**src/rtl/sqrt_seq_if.sv**
```systemverilog
// sqrt_seq_if: radicand-in / root-and-remainder-out valid/ready bundle
interface sqrt_seq_if #(parameter int LEN = 16);
  logic in_valid, in_ready, out_valid, out_ready;
  logic [2*LEN-1:0] x;
  logic [LEN-1:0] y;
  logic [LEN:0] r;
  modport master(output in_valid, x, out_ready, input in_ready, out_valid, y, r);
  modport slave(input in_valid, x, out_ready, output in_ready, out_valid, y, r);
endinterface

```
**src/rtl/sqrt_seq.sv**
```systemverilog
// sqrt_seq: restoring digit-by-digit integer square root, one root bit per clock
module sqrt_seq #(
  parameter int LEN = 16
) (
  input logic clk,
  input logic rst_n,
  sqrt_seq_if.slave bus
);
  localparam int CW = $clog2(LEN);
  typedef enum logic [1:0] {IDLE, CALC, DONE} state_t;
  state_t r_state;
  logic [2*LEN-1:0] r_x;
  logic [LEN+1:0] r_rem;
  logic [LEN-1:0] r_root;
  logic [CW-1:0] r_cnt;
  logic [LEN-1:0] r_y;
  logic [LEN:0] r_r;
  logic [LEN+1:0] w_rem2, w_trial, w_rem_n;
  logic [LEN-1:0] w_root_n;
  logic w_ge, w_accept;
  assign w_rem2 = (r_rem << 2) | (LEN+2)'(r_x[2*LEN-1 -: 2]);
  assign w_trial = {r_root, 2'b01};
  assign w_ge = w_rem2 >= w_trial;
  assign w_rem_n = w_ge ? w_rem2 - w_trial : w_rem2;
  assign w_root_n = {r_root[LEN-2:0], w_ge};
  assign bus.in_ready = (r_state == IDLE) | ((r_state == DONE) & bus.out_ready);
  assign w_accept = bus.in_valid & bus.in_ready;
  assign bus.out_valid = r_state == DONE;
  assign bus.y = r_y;
  assign bus.r = r_r;
  always_ff @(posedge clk or negedge rst_n) begin
    if (!rst_n) begin
      r_state <= IDLE;
      r_x <= '0;
      r_rem <= '0;
      r_root <= '0;
      r_cnt <= '0;
      r_y <= '0;
      r_r <= '0;
    end else begin
      case (r_state)
        IDLE, DONE: begin
          if (w_accept) begin
            r_x <= bus.x;
            r_rem <= '0;
            r_root <= '0;
            r_cnt <= CW'(LEN - 1);
            r_state <= CALC;
          end else if (r_state == DONE && bus.out_ready) begin
            r_state <= IDLE;
          end
        end
        CALC: begin
          r_x <= r_x << 2;
          r_rem <= w_rem_n;
          r_root <= w_root_n;
          r_cnt <= r_cnt - 1'b1;
          if (r_cnt == '0) begin
            r_state <= DONE;
            r_y <= w_root_n;
            r_r <= w_rem_n[LEN:0];
          end
        end
        default: r_state <= IDLE;
      endcase
    end
  end
endmodule

```
**src/flat_wrapper.sv**
```systemverilog
// flat-port wrapper written by rule: the top's interface ports become plain ports
module sqrt_seq_flat 
#(
  parameter int LEN = 16
)
  (clk, rst_n, bus_in_valid, bus_x, bus_out_ready, bus_in_ready, bus_out_valid, bus_y, bus_r);
  sqrt_seq_if #(.LEN(LEN)) bus_i ();
  input logic clk;
  input logic rst_n;
  input wire logic [$bits(bus_i.in_valid)-1:0] bus_in_valid;
  input wire logic [$bits(bus_i.x)-1:0] bus_x;
  input wire logic [$bits(bus_i.out_ready)-1:0] bus_out_ready;
  output wire logic [$bits(bus_i.in_ready)-1:0] bus_in_ready;
  output wire logic [$bits(bus_i.out_valid)-1:0] bus_out_valid;
  output wire logic [$bits(bus_i.y)-1:0] bus_y;
  output wire logic [$bits(bus_i.r)-1:0] bus_r;
  assign bus_i.in_valid = bus_in_valid;
  assign bus_i.x = bus_x;
  assign bus_i.out_ready = bus_out_ready;
  assign bus_in_ready = bus_i.in_ready;
  assign bus_out_valid = bus_i.out_valid;
  assign bus_y = bus_i.y;
  assign bus_r = bus_i.r;
  sqrt_seq #(.LEN(LEN)) u_core (.clk(clk), .rst_n(rst_n), .bus(bus_i));
endmodule
```
**config.mk**
```make
export PLATFORM = sky130hd
export DESIGN_NAME = sqrt_seq_flat
export DESIGN_NICKNAME = d
export VERILOG_FILES = /design/src/rtl/sqrt_seq_if.sv /design/src/rtl/sqrt_seq.sv /design/src/flat_wrapper.sv
export SDC_FILE = /design/constraint.sdc
export NUM_CORES = 1
export LEC_CHECK = 0
export BUFFER_PORTS_ARGS = -buffer_cell sky130_fd_sc_hd__buf_2
export CAP_MARGIN = 0
export CORE_ASPECT_RATIO = 1.75
export CORE_MARGIN = 2
export CORE_UTILIZATION = 46
export DETAILED_ROUTE_END_ITERATION = 6
export PLACE_DENSITY = 0.78
export SLEW_MARGIN = 15
export SYNTH_ARGS = -nofsm -noshare
export SYNTH_HDL_FRONTEND = slang
export SYNTH_SLANG_ARGS = --single-unit
```
**constraint.sdc**
```tcl
create_clock -name clk -period 2.9 [get_ports clk]
set_input_delay 0 -clock clk [delete_from_list [all_inputs] [get_ports clk]]
set_output_delay 0 -clock clk [all_outputs]
set_load 0.1 [all_outputs]
```
# == Word level (Yosys, flattened, before mapping) ==
# Cells that the tools add are included.
# word_totals
out_inout_bits,35
word_cells,40
ff_bits,103
# op_classes
add_sub_neg,2
eq_ne,5
reduce_logical,8
n_bitwise,4
muxes,13
order_cmp,1
# op_table
operator,count
16-bit case mux with 2 select lines,2
32-bit case mux with 2 select lines,1
16-bit 2-to-1 mux,2
32-bit 2-to-1 mux,1
18-bit >= comparator,1
18-bit by 2-bit bitwise OR with 18-bit output,1
17-bit 2-to-1 mux,1
17-bit subtractor,1
4-bit case mux with 2 select lines,1
2-bit 2-to-1 mux,3
2-bit AND reduction,3
4-bit logical NOT,1
4-bit 2-to-1 mux,1
2-bit by 1-bit inequality test with 1-bit output (second input constant),2
2-bit case mux with 2 select lines,1
4-bit by 1-bit subtractor with 4-bit output (second input constant),1
3-bit by 1-bit inequality test with 1-bit output (second input constant),1
1-bit bitwise AND,2
2-bit by 1-bit equality test with 1-bit output (second input constant),1
2-bit equality test (second input constant),1
2-bit logical NOT,1
2-bit nonzero test,1
2-bit OR reduction,1
1-bit logical AND,1
1-bit bitwise OR,1

# == Depth between registers and ports, before layout ==
# depth
ltp_word,6
depth_mapped,11
ltp_nobuf,8

# == Worst setup path after synthesis ==
# OpenSTA, ideal clock, no wires.
# synth_timing
kind,reg-to-reg
from,register u_core.r_state[0]
to,register u_core.r_root[15]
arrival_ns,2.938
path_stages_with_launch,7
setup_slack_ns,-0.170
setup_ns,0.132
t_required_ns,2.768
synth_period_minus_slack_ns,3.070
cell_sequence,dfrtp_1 > a21oi_1 > nand2_1 > clkbuf_1 > buf_1 > nand3_1 > o21ai_0
# synth_between
elab_chain_cells,6
elab_cells_between_ends,11
# synth_lines
element,line_no,rtl
from (decl),sqrt_seq.sv:11,state_t r_state;
from (signal assigned),sqrt_seq.sv:33,r_state <= IDLE;
from (signal assigned),sqrt_seq.sv:48,r_state <= CALC;
from (signal assigned),sqrt_seq.sv:50,r_state <= IDLE;
2-bit equality test,sqrt_seq.sv:26,assign bus.in_ready = (r_state == IDLE) | ((r_state == DONE) & bus.out_ready);
1-bit bitwise AND,sqrt_seq.sv:26,
1-bit bitwise OR *,sqrt_seq.sv:26,
net bus_in_ready,flat_wrapper.sv:13,output wire logic [$bits(bus_i.in_ready)-1:0] bus_in_ready;
1-bit bitwise AND *,sqrt_seq.sv:27,assign w_accept = bus.in_valid & bus.in_ready;
2-bit by 1-bit inequality test with 1-bit output (no source line) *,--,
2-bit AND reduction (no source line) *,--,
to (signal assigned),sqrt_seq.sv:56,r_root <= w_root_n;
to (decl),sqrt_seq.sv:14,logic [LEN-1:0] r_root;
# The timed path passes the listed nets; every way through them passes the cells marked *.
# A chain may end at the register's enable or synchronous reset.

# == Worst setup path after layout ==
# layout_timing
from,register u_core.r_root[6]
to,register u_core.r_r[16] (netlist: u_core.bus.r[16])
# layout_between
elab_chain_cells,2
elab_cells_between_ends,3
# layout_lines
element,line_no,rtl
17-bit subtractor or 18-bit >= comparator (tied branches),"sqrt_seq.sv:24, sqrt_seq.sv:23",
17-bit 2-to-1 mux *,sqrt_seq.sv:24,assign w_rem_n = w_ge ? w_rem2 - w_trial : w_rem2;
to (signal assigned),sqrt_seq.sv:61,r_r <= w_rem_n[LEN:0];
to (decl),sqrt_seq.sv:17,logic [LEN:0] r_r;
# Mark *: on every way between the ends. The rest lies on a longest branch, timed or not.

==> impl_metrics.csv <==
group,metric,value,unit
finish,final_net_count,802,
timing,hold_viol_final,0,
critical_path,end_kind,"flop",
clock_tree,cts-buffers-inserted,9,
critical_path,count_of_cells_along_the_worst_register_to_register_path,9,
floorplan,initial_core_util,47.1,%
detailed_routing,dr_total_vias,5224,
floorplan,row_count,52,
global_routing,antenna_found_initial,0,
finish,final_layout_size_suffix_gt1_share,20.1,%
finish,n_antenna_cell,0,
finish,synthToLayoutAreaGrowth,27.2,%
critical_path,cp-startpoint,"u_core.r_root[6]$_DFFE_PN0P_",
placement,last_weighted_congestion_value_of_the_routability_driven_placer,0.974,
detailed_routing,dr.first_iter.drc_count,414,
clock_tree,deepest_clock_path_buffer_count,2,
detailed_routing,drt_pre_antenna_iters,5,
synthesis,post-synth-top-area-cell,"sky130_fd_sc_hd__dfrtp_1",
synthesis,area_fraction_of_the_dominant_cell_type_after_synthesis,47.5,%
placement,port_buffers,70,
critical_path,timing.critical_path.from_type,"flop",
clock_tree,clock_tree.htree_level_count,3,
critical_path,worstPathRequired,3.17,ns
flow_run,max-cap-violations,0,
synthesis,yosys_most_used_dff,"sky130_fd_sc_hd__dfrtp_1",
timing,worst_setup_slack_after_layout,0.122,ns
global_routing,grt_util_all_layers,27.9,%
hold_path,hold_class,"in -> async",
critical_path,cp_max_fo,18,
placement,placement.setup.worst_slack,0.109,ns
synthesis,synthArstFlopShare,100,%
critical_path,critical_path_cell_by_cell,"inv_1 > ha_1 > nand4_1 > or4_4 > a31oi_4 > a311oi_4 > buf_12 > a221o_1 > a21oi_1",
critical_path,reg2reg_setup_slack,0.12,ns
placement,dpl.hpwl,12.8,mm
critical_path,r2r_start,"u_core.r_root[6]$_DFFE_PN0P_",
synthesis,postSynthNetCount,674,
timing,worstMarginPinSlew,0.896,ns
critical_path,cp.buffers_inverters,2,
finish,fill_cells,1031,
finish,final_design_area_no_fill,6900,sq um
critical_path,worst_path_max_delay_cell,"sky130_fd_sc_hd__or4_4",
timing,timing.final.crit_period,2.78,ns
timing,fin_crit_sh,95.8,%
global_routing,grt_pass1_vias,5218,
timing,max_freq,0.360,GHz
critical_path,cp_data_arrival_time,3.05,ns
global_routing,gr-total-overflow,0,
finish,postLayoutCoreUtil,59.9,%
critical_path,timing.critical_path.max_delay_family,"compound AO/OA/AOI/OAI gates",
detailed_routing,drt_wl_total,17.4,mm
synthesis,synth-edff-count,0,
detailed_routing,detail-route-antenna-nets,0,
timing,setup_violations_final,0,
synthesis,synth-seq-cells,103,
synthesis,synth.avg_cell_area,8.76,sq um
floorplan,die_w,86.1,um
detailed_routing,detail_route.drc_violations,0,
global_routing,grt_start_max_net_pins,75,
critical_path,worst_path_largest_cell_delay,0.58,ns
clock_tree,cts_num_sinks,103,
synthesis,synth_sequential_area_ratio,47.5,%
timing,sum_neg_setup_slack,0,ns
synthesis,synth.area.top_cells,"sky130_fd_sc_hd__dfrtp_1, sky130_fd_sc_hd__nand2_1, sky130_fd_sc_hd__ha_1",
synthesis,synth_cell_count_leaders,"sky130_fd_sc_hd__nand2_1, sky130_fd_sc_hd__dfrtp_1, sky130_fd_sc_hd__nor2_1",
floorplan,core_area,11500,sq um
floorplan,die-area,12700,sq um
detailed_routing,post_drt_wl_per_cell,19.6,um
synthesis,mappedNetlistArea,5420,sq um
critical_path,critical_path.reg2reg.endpoint,"u_core.bus.r[16]$_DFFE_PN0P_",
status,run_status,"completed",
clock_tree,clkLatencyLatePin,0.36,ns
synthesis,yosys.cell_count.top_type,"sky130_fd_sc_hd__nand2_1",
synthesis,synth_cell_types,48,
synthesis,synth_cells,619,
critical_path,timing_worst_setup_path_type,"reg -> reg",
detailed_routing,detail_route.vias_per_cell,5.89,
floorplan,fp.dieH,148,um
placement,detailed_place.area,6210,sq um
clock_tree,library_cell_used_as_clock_root_buffer,"sky130_fd_sc_hd__clkbuf_16",
clock_tree,clock_tree_from_tritoncts,"done",
floorplan,num_io_pins,71,
timing,slew_violations,0,
clock_tree,clk_pin_slew_worst_paths,0.07,ns
timing,timing.max_slew.rel_slack,40.3,%
timing,worst_clock_skew,0.00861,ns
global_routing,grt_first_pass_wirelength,26.9,mm
synthesis,synth_warnings,0,
-- layout make-up --
class,count,area [sq um],area share [%]
Clock buffer,9,225,3.26
Clock inverter,7,81.3,1.18
Inverter,23,86.3,1.25
Tap cell,135,169,2.45
Sequential cell,103,2580,37.4
Timing Repair Buffer,159,1160,16.8
Multi-Input combinational cell,451,2610,37.8
-- placed cells by master (no fill, tap or decap), types with 6 or more instances in the layout --
cell                            synthesis  layout
sky130_fd_sc_hd__o21ai_1                6       6
sky130_fd_sc_hd__a21o_1                 9       9
sky130_fd_sc_hd__o21ai_0               47      47
sky130_fd_sc_hd__dfrtp_1              103     103
sky130_fd_sc_hd__a21oi_1               21      20
sky130_fd_sc_hd__nor2_1                50      50
sky130_fd_sc_hd__a31oi_1               36      36
sky130_fd_sc_hd__o211ai_1               8       8
sky130_fd_sc_hd__buf_2                  6      69
sky130_fd_sc_hd__ha_1                  19      19
sky130_fd_sc_hd__buf_4                  0      52
sky130_fd_sc_hd__inv_1                 23      23
sky130_fd_sc_hd__nand4_1                8       8
sky130_fd_sc_hd__xnor2_1                7       7
sky130_fd_sc_hd__clkbuf_16              0       9
sky130_fd_sc_hd__o31ai_1               24      24
sky130_fd_sc_hd__nand3_1               34      34
sky130_fd_sc_hd__dlygate4sd3_1          0      34
sky130_fd_sc_hd__nor3_1                 9       9
sky130_fd_sc_hd__a41oi_1                6       6
sky130_fd_sc_hd__nand2_1              112     111
sky130_fd_sc_hd__a211oi_1               6       6
-- worst max-delay path by stage --
stage | endpoint | slack, ns | cells after the start
floorplan | u_core.r_rem[3]$_DFFE_PN0P_ | 0.49 | 8
global placement | u_core.r_rem[10]$_DFFE_PN0P_ | 0.13 | 9
detailed placement | u_core.r_rem[3]$_DFFE_PN0P_ | 0.11 | 9
CTS | u_core.r_rem[3]$_DFFE_PN0P_ | 0.09 | 9
global route | u_core.bus.r[10]$_DFFE_PN0P_ | -0.004 | 9
finish | u_core.bus.r[16]$_DFFE_PN0P_ | 0.12 | 9
-- logic make-up (layout without fill, tap and decap cells) --
| logic type | count (synthesis) | after routing | synth area share [%] |
|---|---|---|---|
| multiplexers | 1 | 1 | 0.185 |
| adder cells (fa/ha/maj) | 19 | 19 | 4.38 |
| flip-flops | 103 | 103 | 47.5 |
| AO/OA/AOI/OAI | 182 | 182 | 21.9 |
| buffers and inverters | 65 | 198 | 4.91 |
| XOR/XNOR | 10 | 10 | 1.62 |
| AND/OR/NAND/NOR | 239 | 239 | 19.5 |
-- per-stage QoR --
| step | hold slack (ns) | instances |
|---|---|---|
| 3_3_place_gp | 0.189 | 835 |
| 3_5_place_dp | 0.184 | 835 |
| 6_report | 0.305 | 887 |
| 5_1_grt | 0.341 | 887 |
| 2_1_floorplan | -0.296 | 619 |
| 4_1_cts | 0.297 | 885 |
-- registers in the layout, summed over array words and instances (netlist names) --
register	cells
u_core.bus.y	16
u_core.r_state	2
u_core.r_rem	16
u_core.r_cnt	4
u_core.r_root	16
u_core.r_x	32
u_core.bus.r	17
-- per-layer routing --
layer / GRT usage [%] / share of wire [%] / up-vias / wire (um)
met5: 0 / 0 / - / 0
met2: 51.1 / 55 / 179 / 9530
met1: 29.2 / 35 / 2522 / 6070
met3: 3.13 / 3.1 / 65 / 542
met4: 18.2 / 6.9 / 0 / 1210
li1: - / - / 2458 / -
-- what timing repair did --
action	in CTS	in global routing
setup buffers	0	2
setup endpoints to repair	0	8
hold endpoints to repair	102	0
gates resized for setup	0	2
hold buffers	34	0
Power is left out: the tool's default activity adds up to more than one toggle a clock period on the data nets, which glitch-free logic cannot reach.
